File: src/rtl/quad_input_conditioner.sv
// Rotary-encoder front end: synchronises and debounces raw A/B pins, then flags each
// accepted state change and any step where both channels move at once.
module quad_input_conditioner #(
    parameter int SYNC_STAGES     = 2,
    parameter int DEBOUNCE_CYCLES = 50000,
    parameter int CNT_W           = 16
) (
    input  logic       clk,
    input  logic       reset,
    input  logic       quadA_raw,
    input  logic       quadB_raw,
    output logic       quadA,
    output logic       quadB,
    output logic       change,
    output logic       error,
    output logic [7:0] error_count
);

    localparam logic [CNT_W-1:0] CNT_LAST = CNT_W'(DEBOUNCE_CYCLES - 1);

    // Channel index 0 is A, 1 is B throughout.
    logic [1:0]                  raw;
    logic [1:0][SYNC_STAGES-1:0] sync_q;
    logic [1:0]                  synced;

    logic [1:0][CNT_W-1:0]       cnt_q, cnt_d;
    logic [1:0]                  level_q, level_d;
    logic [1:0]                  accept;

    logic                        change_q, change_d;
    logic                        error_q, error_d;
    logic [7:0]                  err_cnt_q, err_cnt_d;

    assign raw = {quadB_raw, quadA_raw};

    always_comb begin
        for (int ch = 0; ch < 2; ch++) begin
            synced[ch] = sync_q[ch][SYNC_STAGES-1];
        end
    end

    // NOTE: every signal gets its hold value before any branch, so no path leaves one unassigned (no latch).
    always_comb begin
        cnt_d   = cnt_q;
        level_d = level_q;
        accept  = '0;
        for (int ch = 0; ch < 2; ch++) begin
            if (synced[ch] == level_q[ch]) begin
                cnt_d[ch] = '0;
            end else if (cnt_q[ch] == CNT_LAST) begin
                level_d[ch] = synced[ch];
                cnt_d[ch]   = '0;
                accept[ch]  = 1'b1;
            end else begin
                cnt_d[ch] = cnt_q[ch] + 1'b1;
            end
        end
    end

    // Both channels accepted on one edge is an illegal Gray step.
    always_comb begin
        change_d  = |accept;
        error_d   = &accept;
        err_cnt_d = err_cnt_q;
        if (error_d && (err_cnt_q != 8'hFF)) begin
            err_cnt_d = err_cnt_q + 8'd1;
        end
    end

    // NOTE: non-blocking assignments so every flop samples the pre-edge values of the others.
    always_ff @(posedge clk) begin
        if (reset) begin
            sync_q    <= '0;
            cnt_q     <= '0;
            level_q   <= '0;
            change_q  <= 1'b0;
            error_q   <= 1'b0;
            err_cnt_q <= '0;
        end else begin
            for (int ch = 0; ch < 2; ch++) begin
                sync_q[ch] <= {sync_q[ch][SYNC_STAGES-2:0], raw[ch]};
            end
            cnt_q     <= cnt_d;
            level_q   <= level_d;
            change_q  <= change_d;
            error_q   <= error_d;
            err_cnt_q <= err_cnt_d;
        end
    end

    assign quadA       = level_q[0];
    assign quadB       = level_q[1];
    assign change      = change_q;
    assign error       = error_q;
    assign error_count = err_cnt_q;

endmodule

File: config.mk
export PLATFORM = sky130hd
export DESIGN_NAME = quad_input_conditioner
export DESIGN_NICKNAME = d
export VERILOG_FILES = /design/src/rtl/quad_input_conditioner.sv
export SDC_FILE = /design/constraint.sdc
export NUM_CORES = 1
export LEC_CHECK = 0
export BUFFER_PORTS_ARGS = -buffer_cell sky130_fd_sc_hd__buf_4
export CAP_MARGIN = 15
export CORE_AREA = 2 2 69 71
export CTS_CLUSTER_DIAMETER = 100
export DETAILED_ROUTE_END_ITERATION = 7
export DIE_AREA = 0 0 71 73
export GPL_ROUTABILITY_DRIVEN = 0
export HOLD_SLACK_MARGIN = 0.03
export PLACE_DENSITY = 0.72
export SYNTH_ARGS = -nofsm -noshare
export SYNTH_HDL_FRONTEND = slang
export SYNTH_SLANG_ARGS = --single-unit
export TNS_END_PERCENT = 100
File: constraint.sdc
create_clock -name clk -period 1.8 [get_ports clk]
set_clock_uncertainty 0.1 [all_clocks]
set_input_delay 0.18 -clock clk [delete_from_list [all_inputs] [get_ports clk]]
set_output_delay 0.18 -clock clk [all_outputs]
set_load 0.005 [all_outputs]
==> Word-level counts from Yosys, hierarchy flattened <==
Index checks and enable logic that the tools add are counted.
W data, S select, Z words.
{ "op_classes": {"addsub": 3, "n_eq_ne": 5, "muxes": 4, "n_bitwise": 2, "reduce_logical": 7} }
{ "ops": {"columns": ["operator", "n"], "rows": [
  ["$add A16 B1 Y16 const B", 2],
  ["$eq A16 B16 Y1 const B", 2],
  ["$add A8 B1 Y8 const B", 1],
  ["$ne A8 B8 Y1 const B", 1],
  ["$reduce_and A2 Y1", 3],
  ["$reduce_or A3 Y1", 2],
  ["$mux W1", 4],
  ["$eq A1 B1 Y1", 2],
  ["$not A1 Y1", 2],
  ["$reduce_or A2 Y1", 1],
  ["$logic_and A1 B1 Y1", 1]
]} }
{ "word_totals": {"reg_bits": 48, "inputBits": 4, "out_inout_bits": 12, "elab_cells": 30} }

==> Logic depth before layout (Yosys ltp) <==
Gate-level depths: netlist of the first run.
{ "logic_depth": {"depth_word": 5, "ltp_mapped": 8, "mapped_depth_nobuf": 5} }

==> Worst setup path before layout of the first run <==
Ideal clock, no wire load.
{ "synth_path": {"path_type": "register to register", "from": "reg cnt_q[0] in the netlist's numbering", "to": "reg cnt_q[14] in the netlist's numbering", "setup_time_ps": 62, "arrival_ps": 1760, "t_required_ps": 1638, "setup_slack_ps": -123, "stages_incl_launch_ff": 9, "path_buffers": 3, "cell_sequence": "dfxtp_1 ha_1 and3_1 and4_1 buf_6 or3_1 buf_6 buf_12 nor2_2"} }
{ "synth_between": {"elab_chain_cells": 2} }
{ "synth_lines": {"columns": ["item", "line_no", "text"], "rows": [
  ["start, declared", "26", "logic [1:0][CNT_W-1:0] cnt_q, cnt_d;"],
  ["start signal, assigned", "83", "cnt_q <= cnt_d;"],
  ["parallel branches: the longest is 2 deep, another holds $add A16 B1 Y16", null, null]
]} }
Parallel ways; which one is timed is not known.
A chain may end at the register's enable or synchronous reset.

==> Final worst setup path of the first run <==
{ "layout_path": {"from": "reg cnt_q[16] in the netlist's numbering", "to": "reg cnt_q[25] in the netlist's numbering"} }
The elaborated chain is that of the path after synthesis.

==> impl_metrics.csv, run 1 <==
group,metric,value,unit
setup_path,rr_startpoint,"cnt_q[16]$_SDFF_PP0_",
grt,antenna_found_initial,0,
finish,areaGrowthSynthToFinish,42.6,%
floorplan,core.rowCount,25,
setup_path,start_kind,"register",
min_path,hold_start,"reset",
synthesis,avgSynthCellArea,9.20,um^2
setup_path,cp_data_arrival_time,1970,ps
synthesis,synth_area,2300,um^2
grt,groute.usage.overall,0.195,
setup_path,cpMaxStageDelayCell,"or3_4",
run_status,outcome,"finished with violations",
floorplan,die_w,71,um
min_path,worstHoldEndpoint,"change$_SDFF_PP0_",
finish,nFillCells,312,
synthesis,syn_inst,250,
finish,fin_util,0.724,
min_path,min_path_type,"in -> reg",
grt,grt_overflow,0,
place,dp_hpwl,3370,um
floorplan,die_area,5180,um^2
sta,finalHoldViolCount,0,
finish,drive_gt1_frac,0.440,
detailed_routing,wl_met2,2750,um
sta,worst_pin_slew,473,ps
run_status,violations,"negative setup slack",
setup_path,cp_cell_sequence,"ha_4 > and3_4 > buf_4 > and4_4 > or3_4 > clkbuf_16 > nor2_2",
synthesis,ys_ff_latch,48,
detailed_routing,drt_iter0_drc,86,
detailed_routing,drc,0,
grt,grt_pass1_vias,1883,
setup_path,cp_num_buf_inv,2,
synthesis,synthesis.nets,257,
place,dp_slack,-109,ps
place,port_buffers,15,
detailed_routing,wl_per_cell,14.5,um
power_and_ir_drop,clock_power_share,0.417,
cts,clockBufferDepth,2,
sta,setup_viol,2,
cts,cts_buffers,5,
floorplan,die_h,73,um
synthesis,ys.warnings.count,0,
synthesis,seq_area_frac_synth,0.418,
synthesis,yosysUniqueCellTypes,37,
power_and_ir_drop,switchingPower,432,uW
setup_path,r2r-end,"cnt_q[25]$_SDFF_PP0_",
flow_run,max_cap_viol_count,0,
cts,cts_tree,"done",
power_and_ir_drop,p_per_area,593,nW/um^2
sta,rsz0062_at_grt,"yes",
setup_path,crit_type,"reg -> reg",
detailed_routing,top_layer_used,"met4",
sta,setup_ws,-14.4,ps
detailed_routing,wl,5460,um
power_and_ir_drop,internal-power,1510,uW
power_and_ir_drop,combPwrFrac,0.033,
cts,htreeDepth,2,
power_and_ir_drop,swShare,0.222,
setup_path,reg2reg_slack,-10,ps
grt,grt_max_degree,25,
setup_path,r2r_cells,7,
sta,whs,115,ps
detailed_routing,routed_via_density,5.46,
setup_path,crit_path_end_kind,"register",
min_path,hold_depth,2,
detailed_routing,first_pass_iters,4,
sta,relSlewSlack,0.685,
finish,final_nets,329,
detailed_routing,ant_nets,0,
floorplan,ioPinCount,16,
cts,clkTransAtPathRegs,100,ps
power_and_ir_drop,p_leak,0.00121,uW
cts,clk_latency,310,ps
setup_path,cp.depth,7,
setup_path,timing.critical_path.from,"cnt_q[16]$_SDFF_PP0_",
grt,grt_pass1_wl,8150,um
sta,timing.final.crit_share,1.01,
sta,fin_crit,1810,ps
cts,cts_root_buf,"clkbuf_8",
setup_path,crit_path_max_incr_delay,410,ps
setup_path,critPathTopFamily,"simple AND/OR/NAND/NOR gates",
setup_path,crit_fanout,4,
detailed_routing,wl_met3,171,um
power_and_ir_drop,ir_worst_vdd,0.483,mV
detailed_routing,met1_length,2450,um
floorplan,core,4540,um^2
setup_path,required,1950,ps
cts,cts.sinks,48,
sta,drv_slew,0,
sta,clock.fmax,0.551,GHz
floorplan,initial_core_util,0.507,
power_and_ir_drop,pwr-share-seq,0.551,
finish,diodes,0,
detailed_routing,route.vias.total,2057,
==> layer usage <==
metal,GRT usage,vias to the layer above
met5,0,-
met4,0.0503,0
met3,0.0456,12
met2,0.342,47
met1,0.243,979
li1,-,1019
==> power by group through the flow <==
| stage | Combinational (uW) | Clock [uW] | Sequential [uW] |
|---|---|---|---|
| after floorplan | 32.6 | 0 | 1090 |
| after global placement | 45.1 | 0 | 1090 |
| after detailed placement | 45.8 | 0 | 1090 |
| after CTS | 51.8 | 827 | 1070 |
| after global routing | 67.7 | 865 | 1070 |
| final | 63.4 | 811 | 1070 |
==> cells in the final DEF, fill, tap and decap left out, types with 3 or more instances in the layout <==
cell | netlist | routed
xnor2_1 | 25 | 24
clkbuf_8 | 0 | 5
nor2_4 | 7 | 11
dfxtp_2 | 0 | 13
buf_4 | 0 | 65
nor4_1 | 11 | 7
nor2b_1 | 9 | 9
dfxtp_1 | 48 | 35
nand3_1 | 13 | 13
and3_1 | 7 | 5
nand4_1 | 11 | 11
a21oi_1 | 4 | 3
nor4_4 | 0 | 4
nor2_1 | 37 | 24
nor3_1 | 9 | 9
nor2_2 | 3 | 12
nand2b_1 | 3 | 3
nand2_1 | 9 | 9
mux2_4 | 0 | 4
xor2_1 | 5 | 4
inv_1 | 8 | 8
==> cells by family after synthesis <==
kind of cell,synth area share
flops,0.418
compound gates,0.0321
mux,0.0332
buf+inv,0.0440
fa+ha+maj,0.0163
xor+xnor,0.114
simple gates,0.343
==> state kept, by name (all words and copies together) (netlist names) <==
signal       cells
error            1
error_count      8
cnt_q           32
level_q          2
change           1
sync_q           4
==> per-stage QoR <==
stage	TNS, ps	instance area (um^2)	total power [uW]	std cells
after floorplan	-16.3	2350	1130	250
after global placement	-243	2840	1140	361
after detailed placement	-415	2840	1140	361
after CTS	-14.3	3040	1950	372
after global routing	-977	3280	2000	377
final	-21.7	3280	1950	377
==> cell type report <==
| class | count | area [um^2] | share of cell area |
|---|---|---|---|
| Clock inverter | 3 | 46.3 | 0.0141 |
| Tap cell | 54 | 67.6 | 0.0206 |
| Multi-Input combinational cell | 186 | 1490 | 0.453 |
| Timing Repair Buffer | 73 | 606 | 0.185 |
| Inverter | 8 | 30.0 | 0.00915 |
| Clock buffer | 5 | 68.8 | 0.0210 |
| Sequential cell | 48 | 977 | 0.298 |
==> timing repair <==
item | in CTS | in global routing
endpoints found under the hold margin | 2 | 0
gates resized for setup | 9 | 49
setup endpoints to repair | 11 | 22
buffers inserted | 1 | 4
hold buffers | 2 | 0
pin swaps | 2 | 13
cloned | 0 | 1
==> worst register-to-register path: cells and delay by family, from the launching register on <==
| family | cells | cell delay, ps |
|---|---|---|
| adder cells (fa/ha/maj) | 1 | 160 |
| buffers and inverters | 2 | 320 |
| flip-flops | 1 | 350 |
| AND/OR/NAND/NOR | 4 | 840 |
==> synthesized netlist by cell type <==
master | instances | area share
nand2_1 | 9 | 0.015
buf_2 | 2 | 0.0044
a41oi_1 | 1 | 0.0038
nor4bb_1 | 2 | 0.0087
clkbuf_1 | 2 | 0.0033
nor4b_1 | 2 | 0.0076
and4bb_2 | 1 | 0.0054
or3_1 | 3 | 0.0082
dfxtp_1 | 48 | 0.42
nor4_1 | 11 | 0.030
ha_1 | 3 | 0.016
xnor2_1 | 25 | 0.095
nor3_1 | 9 | 0.020
nand2b_1 | 3 | 0.0082
nor2_1 | 37 | 0.060
nor2b_1 | 9 | 0.024
nor2_2 | 3 | 0.0082
or4_1 | 1 | 0.0033
nor4_2 | 1 | 0.0054
buf_6 | 3 | 0.015
nand3_1 | 13 | 0.028
nor2_4 | 7 | 0.034
xor2_1 | 5 | 0.019
and3_1 | 7 | 0.019
mux2i_1 | 2 | 0.0087
a41o_1 | 2 | 0.0087
and4_1 | 2 | 0.0076
inv_1 | 8 | 0.013
and4b_1 | 2 | 0.0087
nand4_2 | 1 | 0.0054
mux2_2 | 5 | 0.024
nand4_1 | 11 | 0.030
a21oi_1 | 4 | 0.0087
o211ai_1 | 2 | 0.0065
o21ai_0 | 2 | 0.0044
and4bb_1 | 1 | 0.0054
buf_12 | 1 | 0.0087
==> how the worst max path moves through the flow <==
| stage | endpoint |
|---|---|
| 2_1_floorplan | cnt_q[14]$_SDFF_PP0_ |
| 3_3_place_gp | error_count[2]$_SDFFE_PP0P_ |
| 3_5_place_dp | error_count[2]$_SDFFE_PP0P_ |
| 4_1_cts | error_count[4]$_SDFFE_PP0P_ |
| 5_1_grt | error_count[1]$_SDFFE_PP0P_ |
| 6_report | cnt_q[25]$_SDFF_PP0_ |
Power figures use the tool's default switching activity.
==> run 2: changes to the inputs <==
- clock period: 1.8 -> 1.65 ns (I/O delays scaled with it)
==> run 2 against run 1 <==
Compared with the run above: the flow still finishes with violations (negative setup slack); fmax shrank 3.3%; wire length grew 20%; largest power group unchanged; highest routed layer unchanged; sequential power grew 8%; total power grew 2.4%; first-iteration DRC count grew 31%; worst hold slack gained 240 ps.
==> impl_metrics.csv, run 2 (synthesis results as in run 1) <==
group,metric,value,unit
detailed_routing,routed_via_density,5.55,
floorplan,die_h,73,um
place,port_buffers,15,
grt,top_usage_layer,"met2",
finish,top_register,"cnt_q",
flow_run,max_cap_viol_count,0,
detailed_routing,ant_nets,0,
place,place_inst,375,
grt,grt_pass1_vias,2016,
cts,cts_root_buf,"clkbuf_8",
grt,met3_usage,0.0511,
min_path,min_path_type,"reg -> reg",
detailed_routing,route.vias.total,2185,
setup_path,reg2reg_slack,-230,ps
setup_path,crit_fanout,6,
finish,largest_register_ffs,32,
sta,clock.fmax,0.533,GHz
sta,worst_pin_slew,501,ps
cts,clockBufferDepth,2,
floorplan,die_area,5180,um^2
setup_path,start_kind,"register",
detailed_routing,drt_iter0_drc,113,
grt,grtUsageMet1,0.263,
sta,timing.final.crit_share,1.14,
min_path,hold_depth,1,
finish,final_cell_mix,"buf_4, dfxtp_1, xnor2_1",
power_and_ir_drop,p_leak,0.00132,uW
cts,htreeDepth,2,
setup_path,crit_path_end_kind,"register",
sta,setup_ws,-225,ps
power_and_ir_drop,p_per_area,565,nW/um^2
floorplan,ioPinCount,16,
floorplan,initial_core_util,0.507,
detailed_routing,drc,0,
grt,grt_util_met2,0.391,
grt,grt_overflow,0,
floorplan,core.rowCount,25,
floorplan,core,4540,um^2
finish,final_nets,346,
grt,grt_max_degree,20,
setup_path,r2r_cells,5,
sta,finalHoldViolCount,0,
run_status,outcome,"finished with violations",
setup_path,cp_data_arrival_time,1980,ps
detailed_routing,wl,6560,um
sta,fin_crit,1880,ps
grt,grt_pass1_wl,9020,um
grt,antenna_found_initial,0,
finish,fin_cells,394,
sta,setup_viol,25,
sta,relSlewSlack,0.663,
setup_path,required,1760,ps
cts,cts.sinks,48,
cts,clk_latency,310,ps
setup_path,crit_type,"reg -> reg",
floorplan,die_w,71,um
finish,diodes,0,
sta,whs,354,ps
finish,layout_commonest_cell,"buf_4",
detailed_routing,wl_per_cell,16.7,um
run_status,violations,"negative setup slack",
power_and_ir_drop,ir_worst_vdd,0.470,mV
sta,rsz0062_at_grt,"yes",
finish,areaGrowthSynthToFinish,53.2,%
detailed_routing,first_pass_iters,4,
place,dp_hpwl,3700,um
cts,clkTransAtPathRegs,90,ps
grt,groute.usage.overall,0.222,
place,dp_slack,-174,ps
sta,drv_slew,0,
cts,cts_buffers,5,
cts,cts_tree,"done",
finish,drive_gt1_frac,0.506,
==> run 2: cell types whose count changed in the layout (fill, tap and decap cells not counted), moves of 2 or more <==
cell     previous run  this run
buf_4              65        78
buf_6               2         4
dfxtp_1            35        31
dfxtp_4             0         3
nor2_1             24        21
nor2_4             11        15
nor3_1              9         6
nor3_2              0         3
nor4_1              7         2
nor4_2              1         4
nor4_4              4         6
==> run 2: path summary, 6_finish.rpt <==
check                                end                  from
max reg2reg  error_count[2]$_SDFFE_PP0P_  cnt_q[21]$_SDFF_PP0_
min reg2reg         sync_q[3]$_SDFF_PP0_  sync_q[2]$_SDFF_PP0_
max          error_count[2]$_SDFFE_PP0P_  cnt_q[21]$_SDFF_PP0_
min                 sync_q[3]$_SDFF_PP0_  sync_q[2]$_SDFF_PP0_
==> run 2: stage by stage <==
stage,TNS (ps),power (uW),util,area [um^2]
6_report,-2260,1990,0.777,3520
4_1_cts,-1040,2000,0.710,3220
2_1_floorplan,-3050,1230,-,2370
5_1_grt,-3620,2050,0.777,3520
3_3_place_gp,-2350,1250,0.650,2950
3_5_place_dp,-2770,1250,0.650,2950
==> run 2: what timing repair did <==
item | CTS | global route
cloned | 1 | 1
hold buffers | 3 | 0
setup buffers | 2 | 4
endpoints found under the setup margin | 39 | 41
pin swaps | 7 | 10
gates resized for setup | 31 | 57
endpoints found under the hold margin | 4 | 0
==> run 2: cell type report <==
type,instances,area (um^2)
sequential,48,990
tap,54,67.6
timing repair buffer,90,756
clock buffer,7,86.3
clock inverter,1,7.51
multi-input combinational,186,1590
inverter,8,30.0
fill,278,1010
==> run 2: power breakdown <==
part	switching [uW]	leakage [uW]	internal, uW
Clock	405	0.0000445	341
Combinational	44.2	0.000877	39.1
Sequential	4.76	0.000397	1160
Total	454	0.00132	1540
==> run 2: worst max-delay path: stages (launching register included) <==
cell and delay (ps):
dfxtp_2 340, nor4bb_4 310, nand4_1 160, buf_6 190, nor4_2 280, mux2_2 380
==> run 2: layer usage <==
layer / share of wire / vias to the layer above
met1: 0.40 / 1067
met3: 0.030 / 18
met5: 0 / -
met4: 0.034 / 0
li1: - / 1052
met2: 0.54 / 48
==> run 3: changes to the inputs <==
- CORE_AREA: 2 2 69 71 -> 2 2 65 67
- DIE_AREA: 0 0 71 73 -> 0 0 67 69
- PLACE_DENSITY: 0.72 -> 0.77
- clock period: 1.65 -> 2.38 ns (I/O delays scaled with it)
==> run 3 against run 2 <==
Compared with the run above: the run now ends clean; worst setup slack improved by 520 ps; core utilization fell by 13 points; first-iteration DRC count fell by 18%; sequential power fell by 30%; non-clock buffer count fell by 72; global-route usage fell by 2.4 points; wire length fell by 36%; largest cell class unchanged.
==> impl_metrics.csv, run 3 (synthesis results as in run 1) <==
group,metric,value,unit
finish,layout_commonest_cell,"dfxtp_1",
power_and_ir_drop,swShare,0.207,
power_and_ir_drop,p_per_area,528,nW/um^2
sta,rsz0062_at_grt,"no",
place,dp_slack,287,ps
floorplan,die_w,67,um
floorplan,core,3910,um^2
sta,timing.final.crit_share,0.877,
setup_path,cpMaxStageDelayCell,"nor4_2",
setup_path,critPathTopFamily,"simple AND/OR/NAND/NOR gates",
finish,drive_gt1_frac,0.157,
cts,htreeDepth,2,
min_path,hold_depth,2,
setup_path,crit_type,"reg -> reg",
setup_path,cp_num_buf_inv,0,
power_and_ir_drop,pwr-share-seq,0.609,
sta,relSlewSlack,0.564,
detailed_routing,ant_nets,0,
sta,finalHoldViolCount,0,
detailed_routing,wl_per_cell,13.2,um
sta,worst_pin_slew,649,ps
grt,grt_max_degree,25,
finish,final_cell_mix,"dfxtp_1, nor2_1, xnor2_1",
place,port_buffers,15,
setup_path,cp.depth,5,
power_and_ir_drop,combPwrFrac,0.021,
setup_path,crit_fanout,5,
detailed_routing,drt_iter0_drc,93,
finish,areaGrowthSynthToFinish,9.41,%
sta,clock.fmax,0.479,GHz
finish,top_register,"cnt_q",
setup_path,r2r_cells,5,
cts,clk_latency,300,ps
power_and_ir_drop,p_leak,0.000810,uW
power_and_ir_drop,internal-power,1050,uW
min_path,min_path_type,"in -> reg",
sta,fin_tns_setup,0,ps
place,dp_hpwl,2950,um
floorplan,ioPinCount,16,
cts,cts_resized,0,
cts,clockBufferDepth,2,
setup_path,cp_data_arrival_time,2180,ps
sta,setup_viol,0,
sta,fin_crit,2090,ps
cts,cts_hold_buf,0,
finish,largest_register_ffs,32,
floorplan,initial_core_util,0.588,
power_and_ir_drop,switchingPower,274,uW
grt,antenna_found_initial,0,
detailed_routing,first_pass_iters,4,
floorplan,core.rowCount,23,
grt,groute.usage.overall,0.198,
setup_path,cp_cell_sequence,"ha_1 > and3_1 > nand4_1 > nor4_2 > mux2_2",
setup_path,required,2480,ps
floorplan,die_area,4620,um^2
grt,grt_overflow,0,
run_status,outcome,"complete, no violations",
sta,drv_slew,0,
detailed_routing,wl,4200,um
setup_path,crit_path_end_kind,"register",
cts,cts_buffers,5,
finish,final_nets,274,
finish,diodes,0,
cts,clkTransAtPathRegs,90,ps
setup_path,crit_path_max_incr_delay,430,ps
cts,cts.sinks,48,
cts,cts_tree,"done",
detailed_routing,drc,0,
power_and_ir_drop,ir_worst_vdd,0.368,mV
sta,setup_ws,294,ps
grt,grt_pass1_wl,7230,um
detailed_routing,routed_via_density,5.45,
grt,grt_pass1_vias,1614,
setup_path,start_kind,"register",
power_and_ir_drop,clock_power_share,0.370,
cts,cts_root_buf,"clkbuf_8",
cts,post_cts.repair.setup_buffers,0,
floorplan,die_h,69,um
flow_run,max_cap_viol_count,0,
detailed_routing,route.vias.total,1734,
run 3: cell count changes in the layout (fill, tap and decap cells not counted), sizes merged:
cell         previous run  this run
dlygate4sd3             3         0
clkinvlp                1         0
buf                    86        18
run 3: path summary, 6_finish.rpt:
path | start | to | slack (ps)
max reg2reg | cnt_q[0]$_SDFF_PP0_ | error_count[0]$_SDFFE_PP0P_ | 290
min | quadA_raw | sync_q[0]$_SDFF_PP0_ | 50
max | cnt_q[0]$_SDFF_PP0_ | error_count[0]$_SDFFE_PP0P_ | 290
min reg2reg | sync_q[2]$_SDFF_PP0_ | sync_q[3]$_SDFF_PP0_ | 340
run 3: routing by layer:
layer / up-vias / global-route usage / share of wire / wire length [um]
met5: - / 0 / 0 / 0
met4: 0 / 0.0703 / 0.016 / 68
met3: 6 / 0.0408 / 0.020 / 85
met2: 14 / 0.325 / 0.49 / 2060
met1: 808 / 0.254 / 0.47 / 1980
li1: 906 / - / - / -
run 3: power groups by stage:
| stage | combinational, uW | sequential (uW) | clock, uW |
|---|---|---|---|
| 5_1_grt | 31.5 | 810 | 530 |
| 4_1_cts | 28.5 | 809 | 507 |
| 2_1_floorplan | 23.8 | 827 | 0 |
| 3_5_place_dp | 28.3 | 828 | 0 |
| 3_3_place_gp | 27.9 | 828 | 0 |
| 6_report | 28.1 | 809 | 491 |
run 3: worst reg2reg max path, stage by stage (launching register included):
cell and delay [ps]:
dfxtp_1 390, ha_1 240, and3_1 230, nand4_1 220, nor4_2 430, mux2_2 370
run 3: area by class of cell:
type                       instances  area (um^2)
multi-input combinational        186         1240
timing repair buffer              18          135
sequential                        48          961
clock buffer                       8         90.1
fill                             353         1400
inverter                           8         30.0
tap                               50         62.6
run 3: per-stage QoR:
step / power [uW] / instance area (um^2) / utilization / cells / hold WS, ps
6_report: 1330 / 2520 / 0.643 / 318 / 48.0
5_1_grt: 1370 / 2520 / 0.643 / 318 / 65.3
4_1_cts: 1340 / 2520 / 0.643 / 318 / 43.3
3_5_place_dp: 856 / 2430 / 0.620 / 310 / 327
3_3_place_gp: 856 / 2430 / 0.620 / 310 / 318
2_1_floorplan: 851 / 2300 / - / 250 / 266
